$ cat src/rtl/pe.sv
// Processing element for a weight-stationary systolic array.
// Holds one stationary weight, multiplies the activation arriving from the left
// by that weight and adds the partial sum arriving from above. Activation, sum and
// valid flag are registered and forwarded right/down with one cycle of latency.
module pe #(
  parameter int unsigned DATA_W     = 8,
  parameter int unsigned DATA_W_OUT = 31
) (
  input  logic                  clk,
  input  logic                  rst_n,
  input  logic                  valid_in,
  input  logic [DATA_W-1:0]     in_act,
  input  logic [DATA_W_OUT-1:0] in_psum,
  input  logic [DATA_W-1:0]     weight_load,
  input  logic                  load_w,
  output logic [DATA_W-1:0]     out_act,
  output logic [DATA_W_OUT-1:0] out_psum,
  output logic                  valid_out
);

  localparam int unsigned ProdW = 2 * DATA_W;

  // The sign extension below relies on the sum being at least as wide as the product.
  if (DATA_W_OUT < ProdW) begin : gen_width_check
    $error("pe: DATA_W_OUT must be at least 2*DATA_W");
  end

  logic [DATA_W-1:0]     w_q, w_d;
  logic [DATA_W-1:0]     act_q, act_d;
  logic [DATA_W_OUT-1:0] psum_q, psum_d;
  logic                  valid_q, valid_d;

  logic signed [ProdW-1:0]      prod;
  logic signed [DATA_W_OUT-1:0] prod_ext;
  logic        [DATA_W_OUT-1:0] mac_sum;

  // Full-precision signed product, sign-extended, then a wrapping add.
  always_comb begin
    prod     = $signed(in_act) * $signed(w_q);
    prod_ext = DATA_W_OUT'(prod);
    mac_sum  = in_psum + DATA_W_OUT'(prod_ext);
  end

  // Next state: weight load takes priority over compute; idle holds data, drops valid.
  always_comb begin
    w_d     = w_q;
    act_d   = act_q;
    psum_d  = psum_q;
    valid_d = 1'b0;
    if (load_w) begin
      w_d = weight_load;
    end else if (valid_in) begin
      act_d   = in_act;
      psum_d  = mac_sum;
      valid_d = 1'b1;
    end
  end

  // State registers, cleared asynchronously (weight included).
  always_ff @(posedge clk or negedge rst_n) begin
    if (!rst_n) begin
      w_q     <= '0;
      act_q   <= '0;
      psum_q  <= '0;
      valid_q <= 1'b0;
    end else begin
      w_q     <= w_d;
      act_q   <= act_d;
      psum_q  <= psum_d;
      valid_q <= valid_d;
    end
  end

  // Outputs come straight from registers; no input-to-output path.
  always_comb begin
    out_act   = act_q;
    out_psum  = psum_q;
    valid_out = valid_q;
  end

endmodule

$ cat config.mk
export PLATFORM = sky130hd
export DESIGN_NAME = pe
export DESIGN_NICKNAME = d
export VERILOG_FILES = /design/src/rtl/pe.sv
export SDC_FILE = /design/constraint.sdc
export NUM_CORES = 1
export LEC_CHECK = 0
export ABC_AREA = 1
export ABC_CLOCK_PERIOD_IN_PS = 5300
export CORE_MARGIN = 3
export CORE_UTILIZATION = 52
export CTS_CLUSTER_SIZE = 25
export DETAILED_ROUTE_END_ITERATION = 8
export GPL_TIMING_DRIVEN = 0
export PLACE_DENSITY = 0.79
export SYNTH_ARGS = -nofsm -noshare
export SYNTH_HDL_FRONTEND = slang
export SYNTH_SLANG_ARGS = --single-unit
$ cat constraint.sdc
create_clock -name clk -period 5.3 [get_ports clk]
set_input_delay 1.59 -clock clk [delete_from_list [all_inputs] [get_ports clk]]
set_output_delay 1.59 -clock clk [all_outputs]
set_load 0.005 [all_outputs]
==> qor.txt <==
status: complete, but fails checks
failing checks: negative setup slack
worst-case clock buffer depth: 2
fin crit period: 6616 ps
total CTS buffers: 5
Die Y: 118.4 um
# setup viols final: 24
met2 WL: 11040 um
Slew @ Worst Pin: 685.9 ps
Crit. Startpoint: in_act[4]
reg2reg start: w_q[2]
asr flop ratio synth: 1.000
Slew Limit Fails: 0
# DRC: 0
CTS root buf: clkbuf_16
clock slew seen by the registers of the worst setup and hold paths: 70 ps
unrepaired setup endpoints after global routing: yes
Core Area: 0.01216 sq mm
Setup WS pre-CTS: -1480 ps
final WL: 23390 um
Synth Flop Type: dfrtp_1
final worst slack: -1316 ps
period utilisation layout: 1.248
Final Core Density: 0.8128
Synthesis Warnings: 0
input/output buffers: 81
Fmax: 151.2 MHz
layout cells sized above 1: 0.3370
WS Path Type: input pin to register
global route overflow: 0
Sink Count: 48
met3 wire length: 2231 um
Critical Path Source Type: input pin
row cnt: 40
Area Overhead vs Synth: 50.50%
final RePlAce weighted congestion: 0.9350
first-pass GRT wire length: 30840 um
Slew headroom: 0.5427
largest net degree at the start of global routing: 38
via count: 7220
Fin Setup TNS: -25610 ps
Hold Slack: 470.6 ps
met1 WL: 8840 um
worst-skew pair later-pin latency: 300 ps
number of diodes: 0
Horiz. Die Dim: 118.4 um
CTS tree: yes
Syn Nets: 1112
Fillers: 704
H-tree Lvls: 2
DP HPWL: 13950 um
initial core utilization: 0.5400
Syn Inst Count: 945
Tot GR Track Use: 0.2671
Yosys reg bits: 48
number of synthesized flops with an enable pin: 0
Via density: 5.730
Yosys cell types: 37
sequential element share of the synthesized area: 0.1829
number of DRC violations after detailed-routing iteration 0: 816
Max-Cap Viols: 0
CP Max Fanout: 9
drt first pass iters: 9
slowest stage delay, CP: 530 ps
max layer used: met4
die area: 0.01401 sq mm
Data arrival, critical path: 6810 ps
post-route ant nets: 0
Worst Skew: 16.91 ps
hold violation count in the final report: 0
synthesized area per cell: 6.950 sq um
Hold Crit Class: register to register
Worst Setup End Kind: register
initial antenna violation count: 0
Worst path slowest cell: fa_1
HP Start: out_act[1]
vias in the first global route: 6548
synthesized area: 0.006568 sq mm
Ports: 91
layout net count: 1258
Critical Path RT: 5490 ps
DR WL/cell: 18.56 um
## worst paths after layout
| check | depth (start not counted) | slack (ps) | to |
|---|---|---|---|
| setup reg to reg | 30 | -680 | out_psum[27] |
| max in group asynchronous | 2 | 3610 | out_act[6] |
| setup / recovery | 30 | -1320 | out_psum[27] |
| hold reg to reg | 2 | 470 | out_act[1] |
| hold / removal | 2 | 470 | out_act[1] |
| min in group asynchronous | 1 | 1180 | out_psum[21] |
## critical path: cells and delay by family
kind | cells | cell delay [ps]
AOI/OAI and AO/OA | 6 | 910
xor gates and xnor gates | 1 | 140
and+or+nand+nor | 9 | 820
adders and majority gates | 6 | 2650
buffers and inverters | 8 | 700
## placed cells by master (no fill, tap or decap), drive strengths merged, types with 2 or more instances in the layout
cell type,synthesis,layout
nand4,12,12
xnor2,15,15
xor2,7,7
mux2,7,7
clkdlybuf4s50,0,80
nor3,6,6
nor4,2,2
nand2,278,279
or2,4,4
nor2,70,70
nand3b,3,3
inv,216,217
fa,56,56
a21o,3,3
ha,60,60
o21ai,39,39
nand3,44,44
clkbuf,20,24
a31oi,5,5
o21bai,6,6
a21oi,34,34
dfrtp,48,48
buf,4,63
a21boi,4,4
## sequential cells by signal (all words and copies together) (netlist names)
name       cells
w_q            8
out_psum      31
valid_out      1
out_act        8
## metal layers
layer / vias to the layer above / global-route usage
met5: - / 0
met4: 0 / 0.06227
met3: 148 / 0.04115
met2: 492 / 0.4412
met1: 3411 / 0.3714
li1: 3169 / -
## Yosys cell counts, drive strengths merged (5+ instances only)
master	number	area share
a21oi	34	0.030
a31oi	5	0.0048
clkbuf	20	0.011
dfrtp	48	0.18
fa	56	0.17
ha	60	0.11
inv	216	0.12
mux2	7	0.012
nand2	278	0.16
nand3	44	0.035
nand4	12	0.011
nor2	70	0.042
nor3	6	0.0069
o21ai	39	0.033
o21bai	6	0.0069
xnor2	15	0.020
xor2	7	0.0093
## cell type report
cell class,count,area [sq um],share of cell area
buffer,24,197.7,0.02000
clock buffer,5,125.1,0.01266
clock inverter,3,46.29,0.004684
inverter,216,828.3,0.08380
multi-input combinational,658,5974,0.6044
sequential,48,1201,0.1215
tap,168,210.2,0.02127
timing repair buffer,138,1301,0.1316
## cells by family (layout without fill, tap and decap cells)
group           after synthesis  count (layout)  share of synthesized area
compound gates               92              92                    0.08345
xor+xnor                     22              22                    0.02934
fa+ha+maj                   116             116                     0.2850
buf+inv                     240             386                     0.1389
flops                        48              48                     0.1829
mux                           7               7                    0.01200
simple gates                420             421                     0.2684
## timing repair
action                                  CTS  global route
hold buffers                              0             0
gates cloned                              1             0
endpoints found under the setup margin   23            24
hold endpoints to repair                  0             0
gates resized for setup                 100           126
pin swaps                                85           106
setup buffers                            27            29
## per-stage QoR
step / cell area, sq um / instances
6_report: 9884 / 1260
3_5_place_dp: 8353 / 1195
5_1_grt: 9884 / 1260
2_1_floorplan: 7317 / 945
4_1_cts: 9153 / 1231
3_3_place_gp: 8338 / 1194
Power is left out: the tool's default activity adds up to more than one toggle a clock period on the data nets, which glitch-free logic cannot reach.
